**config.mk**
```make
export PLATFORM = sky130hd
export DESIGN_NAME = demux_user_accum
export DESIGN_NICKNAME = d
export VERILOG_FILES = /design/src/rtl/demux_user_accum.sv
export SDC_FILE = /design/constraint.sdc
export NUM_CORES = 1
export LEC_CHECK = 0
export CORE_MARGIN = 2
export CORE_UTILIZATION = 55
export CTS_BUF_LIST = sky130_fd_sc_hd__clkbuf_4 sky130_fd_sc_hd__clkbuf_8 sky130_fd_sc_hd__clkbuf_16
export CTS_CLUSTER_DIAMETER = 120
export DETAILED_ROUTE_END_ITERATION = 8
export PLACE_DENSITY_LB_ADDON = 0.2
export RECOVER_POWER = 25
export SYNTH_ARGS = -nofsm -noshare
export SYNTH_HDL_FRONTEND = slang
export SYNTH_SLANG_ARGS = --single-unit
```
**constraint.sdc**
```tcl
create_clock -name i_core_clk -period 7.5 [get_ports i_core_clk]
set_input_delay 1.125 -clock i_core_clk [delete_from_list [all_inputs] [get_ports i_core_clk]]
set_output_delay 1.125 -clock i_core_clk [all_outputs]
set_load 0.05 [all_outputs]
```
**src/rtl/demux_user_accum.sv**
```systemverilog
// Per-user sample accumulator and user sequencer: walks users 0..num-1, sums len
// handshaked samples per user into a saturating 20-bit total and presents it on the user-end pulse.
module demux_user_accum #(
  parameter int MAX_USERS = 40
) (
  input  logic        i_core_clk,
  input  logic        i_rx_rst,
  input  logic        i_sched_start,
  input  logic [5:0]  i_user_num,
  input  logic [9:0]  i_user_len,
  input  logic        i_sample_valid,
  input  logic [11:0] i_sample,
  output logic        o_sample_ready,
  output logic        o_demux_user_start,
  output logic [5:0]  o_demux_user_idx,
  output logic        o_demux_user_end,
  output logic [19:0] o_rams,
  output logic        o_busy,
  output logic        o_batch_done,
  output logic        o_sat,
  output logic        o_cfg_err
);

  localparam logic [5:0]  MAX_U   = MAX_USERS[5:0];
  localparam logic [19:0] SUM_MAX = 20'hFFFFF;

  typedef enum logic [1:0] {S_IDLE, S_START, S_ACC, S_END} state_t;

  state_t      state_q, state_d;
  logic [5:0]  num_q, num_d;
  logic [5:0]  idx_q, idx_d;
  logic [9:0]  len_q, len_d;
  logic [9:0]  cnt_q, cnt_d;
  logic [19:0] acc_q, acc_d;
  logic [19:0] rams_q, rams_d;
  logic        sat_q, sat_d;
  logic        cfg_err_q, cfg_err_d;
  logic [20:0] sum;
  logic [9:0]  cnt_inc;
  logic        cfg_ok;

  always_comb begin
    state_d   = state_q;
    num_d     = num_q;
    idx_d     = idx_q;
    len_d     = len_q;
    cnt_d     = cnt_q;
    acc_d     = acc_q;
    rams_d    = rams_q;
    sat_d     = sat_q;
    cfg_err_d = 1'b0;
    sum       = {1'b0, acc_q} + {9'd0, i_sample};
    cnt_inc   = cnt_q + 10'd1;
    cfg_ok    = (i_user_num != 6'd0) && (i_user_num <= MAX_U);

    case (state_q)
      S_IDLE: begin
        if (i_sched_start) begin
          if (cfg_ok) begin
            num_d   = i_user_num;
            len_d   = i_user_len;
            sat_d   = 1'b0;
            idx_d   = 6'd0;
            state_d = S_START;
          end else begin
            cfg_err_d = 1'b1;
          end
        end
      end
      S_START: begin
        acc_d = 20'd0;
        cnt_d = 10'd0;
        if (len_q == 10'd0) begin
          rams_d  = 20'd0;
          state_d = S_END;
        end else begin
          state_d = S_ACC;
        end
      end
      S_ACC: begin
        if (i_sample_valid) begin
          cnt_d = cnt_inc;
          // A carry out of bit 19 means the true sum no longer fits: clamp and flag.
          if (sum[20]) begin
            acc_d = SUM_MAX;
            sat_d = 1'b1;
          end else begin
            acc_d = sum[19:0];
          end
          if (cnt_inc == len_q) begin
            rams_d  = acc_d;
            state_d = S_END;
          end
        end
      end
      S_END: begin
        if (idx_q == num_q - 6'd1) begin
          state_d = S_IDLE;
        end else begin
          idx_d   = idx_q + 6'd1;
          state_d = S_START;
        end
      end
      default: state_d = S_IDLE;
    endcase
  end

  always_ff @(posedge i_core_clk) begin
    if (i_rx_rst) begin
      state_q   <= S_IDLE;
      num_q     <= 6'd0;
      idx_q     <= 6'd0;
      len_q     <= 10'd0;
      cnt_q     <= 10'd0;
      acc_q     <= 20'd0;
      rams_q    <= 20'd0;
      sat_q     <= 1'b0;
      cfg_err_q <= 1'b0;
    end else begin
      state_q   <= state_d;
      num_q     <= num_d;
      idx_q     <= idx_d;
      len_q     <= len_d;
      cnt_q     <= cnt_d;
      acc_q     <= acc_d;
      rams_q    <= rams_d;
      sat_q     <= sat_d;
      cfg_err_q <= cfg_err_d;
    end
  end

  assign o_sample_ready     = (state_q == S_ACC);
  assign o_demux_user_start = (state_q == S_START);
  assign o_demux_user_end   = (state_q == S_END);
  assign o_demux_user_idx   = idx_q;
  assign o_rams             = rams_q;
  assign o_busy             = (state_q != S_IDLE);
  assign o_batch_done       = (state_q == S_END) && (idx_q == num_q - 6'd1);
  assign o_sat              = sat_q;
  assign o_cfg_err          = cfg_err_q;

endmodule

```
# Word level (Yosys, flattened, before mapping)
# Cells that the tools add are included.
word_totals:
  input_bits: 32
  reg_bits: 76
  word_cells: 70
op_classes:
  eq_ne: 12
  reduce_logical: 16
  n_mux: 26
  magnitude_cmp: 1
  add_sub_neg: 4
  bitwise: 2
op_table:
  columns: ["op", "n"]
  rows:
  - ["$mux 20", 5]
  - ["$pmux 20 s2", 2]
  - ["$add 20x12->21", 1]
  - ["$pmux 10 s2", 1]
  - ["$mux 6", 3]
  - ["$pmux 6 s2", 1]
  - ["$reduce_and 4->1", 3]
  - ["$add 10x1->10 const B", 1]
  - ["$eq 10x10->1", 1]
  - ["$logic_not 10->1", 1]
  - ["$mux 10", 1]
  - ["$mux 2", 4]
  - ["$ne 2x2->1 const B", 4]
  - ["$pmux 2 s4", 1]
  - ["$reduce_bool 2->1", 4]
  - ["$mux 1", 7]
  - ["$add 6x1->6 const B", 1]
  - ["$eq 6x6->1", 1]
  - ["$le 6x6->1 const B", 1]
  - ["$ne 2x1->1 const B", 3]
  - ["$reduce_bool 6->1", 1]
  - ["$sub 6x1->6 const B", 1]
  - ["$reduce_and 5->1", 1]
  - ["$eq 2x2->1 const B", 2]
  - ["other kinds (8)", 10]

# Depth between registers and ports, before layout
# Gate-level depths: netlist (run 1).
depth:
  ltp_word: 5
  mapped_depth: 11

# Least setup slack after synthesis (run 1)
# OpenSTA, ideal clock, no wires.
synth_path:
  path_kind: "input -> register"
  start: "input port i_sample[0]"
  end: "register acc_q[8]"
  setup_slack_ns: 4.057
  n_path_buf: 2
  t_arrival_ns: 3.315
  setup_ns: 0.128
  cell_stages: 11
  cell_sequence: "ha_1 -> fa_1 -> a21o_1 -> a221oi_1 -> o211ai_1 -> and2_1 -> clkbuf_1 -> buf_2 -> nor2_1 -> a2bb2oi_1 -> nor2_1"
synth_via:
  elab_chain_len: 4
synth_rtl:
  columns: ["element", "line", "text"]
  rows:
  - ["from (decl)", "12", "input logic [11:0] i_sample,"]
  - ["$add 20x12->21", "52", "sum = {1'b0, acc_q} + {9'd0, i_sample};"]
  - ["$mux 20", "84", "if (sum[20]) begin"]
  - ["$mux 20", "81", "if (i_sample_valid) begin"]
  - ["$pmux 20 s2", "56", "case (state_q)"]
  - ["to (signal assigned)", "115", "acc_q <= 20'd0;"]
  - ["to (signal assigned)", "125", "acc_q <= acc_d;"]
  - ["to (decl)", "34", "logic [19:0] acc_q, acc_d;"]
# Every way passes these cells. The select of a mux whose other input is x is not followed.
# A chain may end at the register's enable or synchronous reset.

# Worst setup path after layout (run 1)
layout_path:
  start: "register num_q[0]"
  end: "output port o_batch_done"
layout_via:
  elab_chain_len: 3
layout_rtl:
  columns: ["element", "line", "text"]
  rows:
  - ["from (decl)", "30", "logic [5:0] num_q, num_d;"]
  - ["from (signal assigned)", "121", "num_q <= num_d;"]
  - ["$sub 6x1->6", "138", "assign o_batch_done = (state_q == S_END) && (idx_q == num_q - 6'd1);"]
  - ["$eq 6x6->1", "138", null]
  - ["$logic_and 1x1->1", "138", null]
  - ["to (decl)", "19", "output logic o_batch_done,"]
# Every way passes these cells.

==> results of run 1 <==
==> state kept, by name, indices dropped and copies added, names as in the netlist <==
register / flops
acc_q: 20
o_rams: 20
cnt_q: 10
len_q: 10
num_q: 6
o_demux_user_idx: 6
state_q: 2
o_cfg_err: 1
o_sat: 1
==> path summary, 6_finish.rpt <==
check,from,end,slack (ns),depth (start not counted)
hold / removal,acc_q[0],acc_q[0],0.47,2
setup / recovery,num_q[0],o_batch_done,3.55,8
setup reg to reg,state_q[0],o_rams[6],4.17,8
hold reg to reg,acc_q[0],acc_q[0],0.47,2
==> layout by cell type, fill, tap and decap left out, types with 5 or more instances in the layout <==
cell	synthesis	layout
nand3_1	13	13
a22oi_1	6	6
nor2_1	68	68
ha_1	19	19
dfxtp_1	76	76
nor3_1	18	18
nor2b_1	6	6
a311oi_1	7	7
dlygate4sd3_1	0	23
o21ai_0	22	22
clkbuf_8	0	9
nand4_1	14	14
o2bb2ai_2	10	10
a31oi_1	8	8
mux2i_1	20	20
nor3b_1	5	5
xnor2_1	19	19
a31o_2	5	5
clkdlybuf4s50_1	0	41
inv_1	12	12
nand2_1	40	40
xor2_1	10	10
a22o_1	5	5
a21oi_1	29	28
and3_1	8	8
==> where the power goes <==
part           leakage [nW]  total (mW)  internal [mW]  switching (mW)
logic                  1.36       0.447          0.165           0.283
clock network         0.106       0.336          0.188           0.147
registers             0.615       0.457          0.430          0.0271
total                  2.08        1.24          0.783           0.457
==> stage by stage <==
| step | cell area [sq um] | instances | setup WS (ns) | utilization [%] |
|---|---|---|---|---|
| 6_report | 5280 | 672 | 3.55 | 68.0 |
| 5_1_grt | 5280 | 672 | 3.38 | 68.0 |
| 4_1_cts | 5280 | 672 | 3.55 | 68.0 |
| 3_5_place_dp | 5070 | 657 | 3.30 | 65.3 |
| 3_3_place_gp | 5070 | 657 | 3.41 | 65.3 |
| 2_1_floorplan | 4420 | 516 | 4.06 | - |
==> cell usage after synthesis, drive strengths merged, types with 2 or more instances <==
library cell / instances
nand2b: 4
nand2: 40
ha: 19
buf: 9
and3: 8
o31a: 2
clkbuf: 19
dfxtp: 76
inv: 12
nor4: 2
o21ai: 22
o2bb2ai: 12
a21oi: 29
o211ai: 2
mux2i: 20
a211oi: 5
nor3b: 5
nor2: 68
nand3: 15
o21bai: 2
a31o: 5
nand4: 14
a22o: 5
o31ai: 6
and4: 2
a31oi: 8
a21o: 2
xnor2: 19
and2: 4
nor2b: 6
xor2: 10
mux2: 2
o21a: 4
a311oi: 7
a2bb2oi: 4
a22oi: 6
nor4b: 3
nor3: 18
or3: 3
or2: 2
==> logic make-up (layout without fill, tap and decap cells) <==
family,Yosys count,count (layout)
compound gates,130,130
xor+xnor,30,30
buf+inv,41,95
mux,22,22
flops,76,76
fa+ha+maj,20,20
simple gates,197,197
==> worst reg2reg max path: cells and delay by family (launching register included) <==
| kind | cells | cell delay, ns |
|---|---|---|
| buf+inv | 2 | 0.56 |
| flops | 1 | 0.34 |
| simple gates | 3 | 0.94 |
| compound gates | 2 | 0.77 |
| fa+ha+maj | 1 | 0.62 |
==> layer usage <==
metal,track usage [%],up-vias
li1,-,1980
met3,5.80,17
met1,31.5,1851
met4,11.6,0
met5,0,-
met2,43.3,157
==> final cells by class <==
class / instances / share of cell area, %
clock buffer: 10 / 2.49
clock inverter: 5 / 1.47
inverter: 13 / 0.924
multi-input combinational: 399 / 51.4
sequential: 76 / 28.8
tap: 102 / 2.42
timing repair buffer: 67 / 12.6
==> key figures, run 1 <==
Outcome
  • Status: completed

STA
  • Fin. Hold Viols: 0
  • Sum Neg Setup Slack: 0 ns
  • Final setup violation count: 0
  • Unrepaired setup endpoints after global routing: false
  • Clock Skews: 0.0109 ns
  • Final min period: 3.95 ns
  • Tcrit/Tclk final: 52.7%
  • Final Max Tran Viols: 0
  • Rel. slew slack: 26.7%
  • Tightest Pin Transition: 1.10 ns
  • FMAX: 253 MHz
  • Hold Worst Slack: 0.466 ns

Floorplan
  • DIE AREA: 8760 sq um
  • I/O pin cnt: 65
  • Initial core utilization: 56.8%
  • # rows: 32
  • Die height: 93.6 um
  • Core area: 7770 sq um
  • Die Wd: 93.6 um

Clock tree
  • Clock transition at path regs: 0.08 ns
  • Resized cells post-CTS: 0
  • H-tree depth: 3
  • Clk sink count: 76
  • CTS max path bufs: 2
  • Num CTS Buffers: 9
  • Post-CTS setup buffers: 0
  • Worst skew pair latency: 0.35 ns
  • CTS tree: yes
  • Hold-fix buffers, CTS: 0
  • Root Buffer: clkbuf_8

Synth
  • Syn Nets: 568
  • Largest area contributor in the netlist: dfxtp_1
  • Most used flip-flop cell after synthesis: dfxtp_1
  • Synth warn: 0
  • Post-synth top area share: 34.5%
  • Main combinational cell family by area after synthesis: simple AND/OR/NAND/NOR gates
  • Synth Area per Inst: 8.56 sq um
  • Asr flop ratio synth: 0%
  • Post-synthesis cell type count: 64
  • Compound-Gate Fraction of Synth Area: 22.1%
  • Yosys reg bits: 76
  • Adder-Cell Fraction of Synth Area: 5.84%
  • Post-synthesis mux area share: 5.04%
  • Post-synth EDFFs: 0
  • Synth Cell Area: 4420 sq um
  • Cells after Synth: 516
  • Cells taking the most area after synthesis: dfxtp_1 (34%), nor2_1 (5.8%), ha_1 (5.4%)
  • XOR/XNOR Fraction of Synth Area: 6.26%
  • Synth Area in Simple Gates: 22.2%
  • Seq/Total Area, Yosys: 34.5%

Critical path
  • CP delay by family, top: buffers and inverters
  • Slowest stage cell on the critical path: clkdlybuf4s50_1
  • Cell Chain, Critical Path: inv_1, ha_1, xnor2_1, xnor2_1, nor3_1, nand4_1, inv_1, clkdlybuf4s50_1
  • CP Data Required Time: 6.38 ns
  • Crit. End Element: output pin
  • CP arrival: 2.83 ns
  • Worst path bufs/invs: 3
  • Worst setup SP type: flop
  • Critical path's largest stage delay: 0.81 ns
  • Critical Path Fanout Max: 6
  • Critical path type: reg -> out

Power and ir drop
  • PwrDens: 235 nW/um^2
  • Final Total Pwr: 1.24 mW
  • Leak Pwr: 2.08 nW
  • Max VDD drop: 0.131 mV

Finish
  • Register area: 1520 sq um
  • Fraction of layout cells with a size suffix above 1: 8.42%
  • Synth-to-layout area growth: 19.7%
  • Antenna cells: 0
  • Multi-input logic area: 2710 sq um
  • Fillers: 619
  • # nets final: 618

Drt
  • Highest routed layer: met4
  • Antenna Violating Nets Remaining: 0
  • First-pass DRT Iterations: 5
  • Drt drc: 0
  • WL/cell: 16.0 um
  • Wire length on met2: 5140 um
  • Via count: 4005
  • Post-Route WL: 10800 um
  • Metal1 wirelength: 4740 um
  • Via density: 5.96
  • WL met3: 704 um
  • First DRT Iteration DRCs: 205

Job
  • Max-cap violations: 0

Placement
  • Dpl hpwl: 7590 um
  • Buffers on Ports: 64
  • GP Congestion: 0.888

Global route
  • Initial antenna violation count: 0
  • Vias in the first global route: 4031
  • First-pass GRT wire length: 18200 um
  • Largest net degree at the start of global routing: 54
  • Overall routing resource usage: 25.8%
  • GRT overflow: 0

Min path
  • Type of the tightest min-delay check: reg -> reg
Power figures use the tool's default switching activity.
==> run 2, diff against run 1 <==
--- a/config.mk
+++ b/config.mk
@@ -6,7 +6,7 @@
 export NUM_CORES = 1
 export LEC_CHECK = 0
 export CORE_MARGIN = 2
-export CORE_UTILIZATION = 55
+export CORE_UTILIZATION = 50
 export CTS_BUF_LIST = sky130_fd_sc_hd__clkbuf_4 sky130_fd_sc_hd__clkbuf_8 sky130_fd_sc_hd__clkbuf_16
 export CTS_CLUSTER_DIAMETER = 120
 export DETAILED_ROUTE_END_ITERATION = 8
==> constraint.sdc (replaced) <==
create_clock -name i_core_clk -period 3.6 [get_ports i_core_clk]
set_input_delay 0.54 -clock i_core_clk [delete_from_list [all_inputs] [get_ports i_core_clk]]
set_output_delay 0.54 -clock i_core_clk [all_outputs]
set_load 0.05 [all_outputs]
==> key figures, run 2 (synthesis results as in run 1) <==
Outcome
  • Status: finished, violations left
  • Failing checks: max-capacitance violations, max-slew violations

Drt
  • First DRT Iteration DRCs: 172 (-16%)
  • Drt drc: 0 (unchanged)
  • Via density: 5.92 (-0.74%)
  • Antenna Violating Nets Remaining: 0 (unchanged)
  • Via count: 4064 (+1.5%)
  • Post-Route WL: 11200 um (+3.5%)
  • WL/cell: 16.2 um (+1.2%)
  • First-pass DRT Iterations: 4 (-1)

Floorplan
  • Die height: 98.0 um (+4.7%)
  • I/O pin cnt: 65 (unchanged)
  • # rows: 34 (+6.3%)
  • Die Wd: 98.0 um (+4.7%)
  • DIE AREA: 9600 sq um (+9.6%)
  • Initial core utilization: 51.1% (-5.7 points)
  • Core area: 8640 sq um (+11%)

Clock tree
  • Clock transition at path regs: 0.08 ns (about the same)
  • Resized cells post-CTS: 0 (unchanged)
  • CTS max path bufs: 2 (unchanged)
  • Root Buffer: clkbuf_8
  • Post-CTS setup buffers: 0 (unchanged)
  • Worst skew pair latency: 0.35 ns (about the same)
  • Num CTS Buffers: 9 (unchanged)
  • Clk sink count: 76 (unchanged)
  • H-tree depth: 3 (unchanged)
  • CTS tree: yes
  • Hold-fix buffers, CTS: 0 (unchanged)

Power and ir drop
  • Final Total Pwr: 2.70 mW (+120%)
  • Max VDD drop: 0.214 mV (+64%)
  • Leak Pwr: 2.12 nW (+1.6%)
  • PwrDens: 503 nW/um^2 (+110%)

Job
  • Max-cap violations: 1 (+1)

STA
  • Sum Neg Setup Slack: 0 ns (unchanged)
  • Final setup violation count: 0 (unchanged)
  • Fin. Hold Viols: 0 (unchanged)
  • Hold Worst Slack: 0.469 ns (+0.00235 ns)
  • Clock Skews: 0.00909 ns (-0.00183 ns)
  • Tightest Pin Transition: 1.78 ns (+0.676 ns)
  • Final min period: 3.35 ns
  • FMAX: 298 MHz
  • Unrepaired setup endpoints after global routing: false
  • Tcrit/Tclk final: 93.1%
  • Final Max Tran Viols: 40 (+40)
  • Rel. slew slack: -18.3% (-45 points)

Critical path
  • Critical path type: reg -> out
  • Worst path bufs/invs: 2 (-1)
  • Reg-to-Reg Start: cnt_q[0]
  • Slowest stage cell on the critical path: clkdlybuf4s50_1
  • Crit. End Element: output pin
  • Worst r2r dst: o_rams[19]
  • Worst setup SP type: flop
  • Critical path's largest stage delay: 0.81 ns (about the same)
  • Cell Chain, Critical Path: o31a_1, or2_2, o31ai_1, nand4_1, inv_1, clkdlybuf4s50_1
  • CP Data Required Time: 3.06 ns (-3.32 ns)
  • FF-to-FF path depth: 8 (unchanged)
  • CP delay by family, top: buffers and inverters
  • R2r setup slk: 0.45 ns (-3.72 ns)
  • Critical Path Fanout Max: 6 (unchanged)
  • CP arrival: 2.81 ns (-0.02 ns)

Min path
  • Hold Path Sink: acc_q[4]
  • Min-delay src: acc_q[4]
  • Hold path cells: 2 (unchanged)
  • Type of the tightest min-delay check: reg -> reg

Finish
  • Most frequent cells in the layout: dfxtp_1 (76), nor2_1 (68), clkdlybuf4s50_1 (45)
  • Fraction of layout cells with a size suffix above 1: 9.15% (+0.73 points)
  • Synth-to-layout area growth: 21.7%
  • Antenna cells: 0 (unchanged)
  • # nets final: 626 (+1.3%)
  • Most common cell after layout, fill and taps aside: dfxtp_1
  • Final Cell Area: 5380 sq um (+1.7%)

Placement
  • Buffers on Ports: 64 (unchanged)
  • Dpl hpwl: 7880 um (+3.9%)
  • GP Congestion: 0.882 (-0.73%)
  • Placed instance area: 5140 sq um (+1.3%)

Global route
  • Overall routing resource usage: 24.0% (-1.8 points)
  • Initial antenna violation count: 0 (unchanged)
  • Vias in the first global route: 3937 (-2.3%)
  • Largest net degree at the start of global routing: 40 (-26%)
  • GRT overflow: 0 (unchanged)
  • First-pass GRT wire length: 19100 um (+5.0%)
## run 2: cell types whose count changed in the layout (fill, tap and decap cells not counted), sizes merged
cell	change
clkbuf	+2
clkinvlp	-1
buf	+6
dlygate4sd3	-4
clkinv	+1
clkdlybuf4s50	+4
bufinv	+1
## run 2: worst min-delay path, delay by kind of cell (launching register included)
family	cells	cell delay, ns
flops	1	0.32
simple gates	1	0.05
compound gates	1	0.05
## run 2: through the flow
stage	std cells	setup WS, ns	utilization [%]
after floorplan	516	0.742	-
after global placement	671	0.258	59.5
after detailed placement	671	0.166	59.5
after CTS	687	0.235	62.3
after global routing	687	0.117	62.2
final	687	0.247	62.2
## run 2: worst max-delay path by stage
stage,from,to,slack [ns],cells after the start
after floorplan,i_sample[0],acc_q[8],0.74,11
after global placement,i_sample[0],acc_q[11],0.26,11
after detailed placement,i_sample[0],acc_q[11],0.17,11
after CTS,num_q[0],o_batch_done,0.23,6
after global routing,num_q[0],o_batch_done,0.12,8
final,num_q[0],o_batch_done,0.25,6
## run 2: final cells by class
cell class              instances  area (sq um)
inverters                      13          48.8
well taps                     108           135
repair buffers                 75           716
clock buffers                  10           131
fillers                       758          3260
clock inverters                 6           113
multi-input cells             399          2710
flip-flops and latches         76          1520
## run 2: where the power goes
group | switching, mW | leakage, nW | internal, mW | total, mW
registers | 0.0578 | 0.615 | 0.896 | 0.954
logic | 0.593 | 1.38 | 0.354 | 0.947
clock network | 0.332 | 0.124 | 0.470 | 0.801
## run 2: per-layer routing
metal	up-vias	share of wire, %	global-route usage [%]
li1	1992	-	-
met5	-	0	0
met3	9	5.1	4.15
met2	112	49	40.2
met4	0	0.97	6.84
met1	1951	45	31.8
==> run 3, diff against run 2 <==
--- a/config.mk
+++ b/config.mk
@@ -5,6 +5,7 @@
 export SDC_FILE = /design/constraint.sdc
 export NUM_CORES = 1
 export LEC_CHECK = 0
+export ABC_AREA = 1
 export CORE_MARGIN = 2
 export CORE_UTILIZATION = 50
 export CTS_BUF_LIST = sky130_fd_sc_hd__clkbuf_4 sky130_fd_sc_hd__clkbuf_8 sky130_fd_sc_hd__clkbuf_16
==> key figures, run 3 <==
Outcome
  • Status: completed

STA
  • Fin. Hold Viols: 0 (unchanged)
  • Final Max Tran Viols: 0 (-100%)
  • Sum Neg Setup Slack: 0 ns (unchanged)
  • Tightest Pin Transition: 0.851 ns (-0.924 ns)
  • FMAX: 306 MHz (+2.7%)
  • Final min period: 3.26 ns (-0.0896 ns)
  • Final setup violation count: 0 (unchanged)
  • Clock Skews: 0.0114 ns (+0.00231 ns)
  • Unrepaired setup endpoints after global routing: false
  • Tcrit/Tclk final: 90.6% (-2.5 points)
  • Hold Worst Slack: 0.474 ns (+0.00578 ns)
  • Rel. slew slack: 42.9% (+61 points)

Global route
  • First-pass GRT wire length: 19500 um (+2.0%)
  • Initial antenna violation count: 0 (unchanged)
  • Overall routing resource usage: 24.3% (+0.33 points)
  • Vias in the first global route: 4360 (+11%)
  • GR Util met3: 3.83% (-0.32 points)
  • Top Usage Layer GRT: met2
  • Met1 Use GR: 29.7% (-2.1 points)
  • GRT overflow: 0 (unchanged)
  • Met2 usage: 44.3% (+4.1 points)
  • Largest net degree at the start of global routing: 37 (-7.5%)

Critical path
  • R2r setup slk: 0.94 ns (+0.49 ns)
  • CP arrival: 2.72 ns (-0.09 ns)
  • Critical path type: reg -> out
  • CP startpoint: num_q[0]
  • CP Data Required Time: 3.06 ns (about the same)
  • Worst setup SP type: flop
  • Setup crit end: o_batch_done
  • Critical Path Fanout Max: 7 (+1)
  • Crit. End Element: output pin
  • Worst r2r dst: acc_q[11]
  • FF-to-FF path depth: 9 (+1)
  • Reg-to-Reg Start: state_q[0]

Clock tree
  • Clk sink count: 76 (unchanged)
  • Hold-fix buffers, CTS: 0 (unchanged)
  • Num CTS Buffers: 9 (unchanged)
  • Post-CTS setup buffers: 0 (unchanged)
  • CTS max path bufs: 2 (unchanged)
  • CTS tree: yes
  • Worst skew pair latency: 0.36 ns (about the same)
  • Root Buffer: clkbuf_8
  • Clock transition at path regs: 0.08 ns (about the same)
  • Resized cells post-CTS: 0 (unchanged)
  • H-tree depth: 3 (unchanged)

Power and ir drop
  • PwrDens: 791 nW/um^2 (+57%)
  • Comb power frac: 53.4% (+18 points)
  • Power share of the clock group: 17.2% (-12 points)
  • Leak Pwr: 2.36 nW (+12%)
  • Sw power: 2.02 mW (+110%)
  • Max VDD drop: 0.395 mV (+85%)
  • Power Internal: 2.26 mW (+31%)
  • Sequential Power Share: 29.4% (-5.9 points)
  • Sw Share: 47.3% (+11 points)

Drt
  • Via density: 5.25 (-11%)
  • First-pass DRT Iterations: 5 (+1)
  • WL/cell: 13.2 um (-18%)
  • Via count: 4523 (+11%)
  • Antenna Violating Nets Remaining: 0 (unchanged)
  • First DRT Iteration DRCs: 202 (+17%)
  • Post-Route WL: 11400 um (+2.2%)
  • Drt drc: 0 (unchanged)

Floorplan
  • I/O pin cnt: 65 (unchanged)
  • # rows: 34 (unchanged)
  • Initial core utilization: 51.4% (+0.25 points)
  • DIE AREA: 9690 sq um (+0.95%)
  • Core area: 8680 sq um (+0.49%)
  • Die height: 98.4 um (+0.47%)
  • Die Wd: 98.4 um (+0.47%)

Synth
  • Most used flip-flop cell after synthesis: dfxtp_1
  • Cells taking the most area after synthesis: dfxtp_1 (34%), nand2_1 (14%), a21oi_1 (8.5%)
  • Synth Area per Inst: 6.48 sq um (-24%)
  • Cells after Synth: 688 (+33%)
  • Count leader, synth: nand2_1
  • Synth warn: 0 (unchanged)
  • Largest area contributor in the netlist: dfxtp_1
  • Post-synth EDFFs: 0 (unchanged)
  • Syn Nets: 740 (+30%)
  • Post-synth top area share: 34.1% (-0.34 points)
  • Post-synthesis cell type count: 30 (-53%)
  • Seq/Total Area, Yosys: 34.1% (-0.34 points)
  • Synth Cell Area: 4460 sq um (+0.99%)
  • Commonest cells post-synth: nand2_1 (170), nor2_1 (87), a21oi_1 (76), dfxtp_1 (76), inv_1 (71)
  • Yosys reg bits: 76 (unchanged)
  • Asr flop ratio synth: 0% (unchanged)

Finish
  • Fillers: 835 (+10%)
  • Multi-input logic area: 2560 sq um (-5.7%)
  • Fraction of layout cells with a size suffix above 1: 4.25% (-4.9 points)
  • Antenna cells: 0 (unchanged)
  • # nets final: 800 (+28%)
  • Core Util, Final: 62.3% (+0.070 points)
  • Most frequent cells in the layout: nand2_1 (170), nor2_1 (87), a21oi_1 (76), dfxtp_1 (76), inv_1 (71)
  • Synth-to-layout area growth: 21.3%
  • Register area: 1520 sq um (unchanged)
  • Most common cell after layout, fill and taps aside: nand2_1

Placement
  • Buffers on Ports: 64 (unchanged)
  • GP Congestion: 0.972 (+10%)
  • Dpl hpwl: 8520 um (+8.1%)

Job
  • Max-cap violations: 0 (-1)

Min path
  • Min-delay src: num_q[5]
  • Type of the tightest min-delay check: reg -> reg
==> run 3: how the worst min path moves through the flow <==
stage	end	slack, ns	depth (start not counted)
finish	num_q[5]	0.47	2
global placement	o_sat	0.45	2
CTS	num_q[5]	0.48	2
floorplan	num_q[5]	0.44	2
global route	num_q[5]	0.51	2
detailed placement	num_q[5]	0.47	2
==> run 3: layout make-up <==
cell class                      instances  area share [%]
Clock buffer                           10            2.43
Clock inverter                          6            1.64
Inverter                               72            5.00
Multi-Input combinational cell        515            47.3
Sequential cell                        76            28.1
Tap cell                              108            2.50
Timing Repair Buffer                   74            13.0
==> run 3: critical path, stage by stage (launching register included) <==
cell and delay (ns):
dfxtp_1 0.34, inv_1 0.08, ha_1 0.23, nand3_1 0.10, xor2_1 0.18, nor2_1 0.05, nand3b_1 0.16, nor2_1 0.16
nand2_1 0.18, inv_1 0.09, clkdlybuf4s50_1 0.80
==> run 3: cells by family (layout without fill, tap and decap cells) <==
logic type | Yosys count | in the layout | synth area share [%]
AO/OA/AOI/OAI | 134 | 134 | 15.2
AND/OR/NAND/NOR | 335 | 335 | 31.2
adder cells (fa/ha/maj) | 20 | 20 | 5.78
buffers and inverters | 97 | 162 | 8.56
XOR/XNOR | 26 | 26 | 5.11
flip-flops | 76 | 76 | 34.1
==> run 3: per-stage QoR <==
step | instance area (sq um) | total power, mW | setup slack (ns) | std cells
floorplan | 4460 | 2.95 | 1.26 | 688
global placement | 5200 | 3.54 | 0.582 | 845
detailed placement | 5200 | 3.58 | 0.513 | 845
CTS | 5420 | 4.33 | 0.330 | 861
global route | 5410 | 4.62 | 0.107 | 861
finish | 5410 | 4.28 | 0.337 | 861
==> run 3: metal layers <==
layer / wire [um] / vias to the layer above
met4: 82 / 0
met2: 5830 / 113
met1: 4950 / 2067
met3: 538 / 12
met5: 0 / -
li1: - / 2331
==> run 3: power groups by stage <==
stage / Clock [mW] / Combinational (mW) / Sequential [mW]
detailed placement: 0 / 2.30 / 1.28
CTS: 0.750 / 2.31 / 1.26
global placement: 0 / 2.27 / 1.27
global route: 0.783 / 2.55 / 1.29
floorplan: 0 / 1.37 / 1.58
finish: 0.735 / 2.28 / 1.26
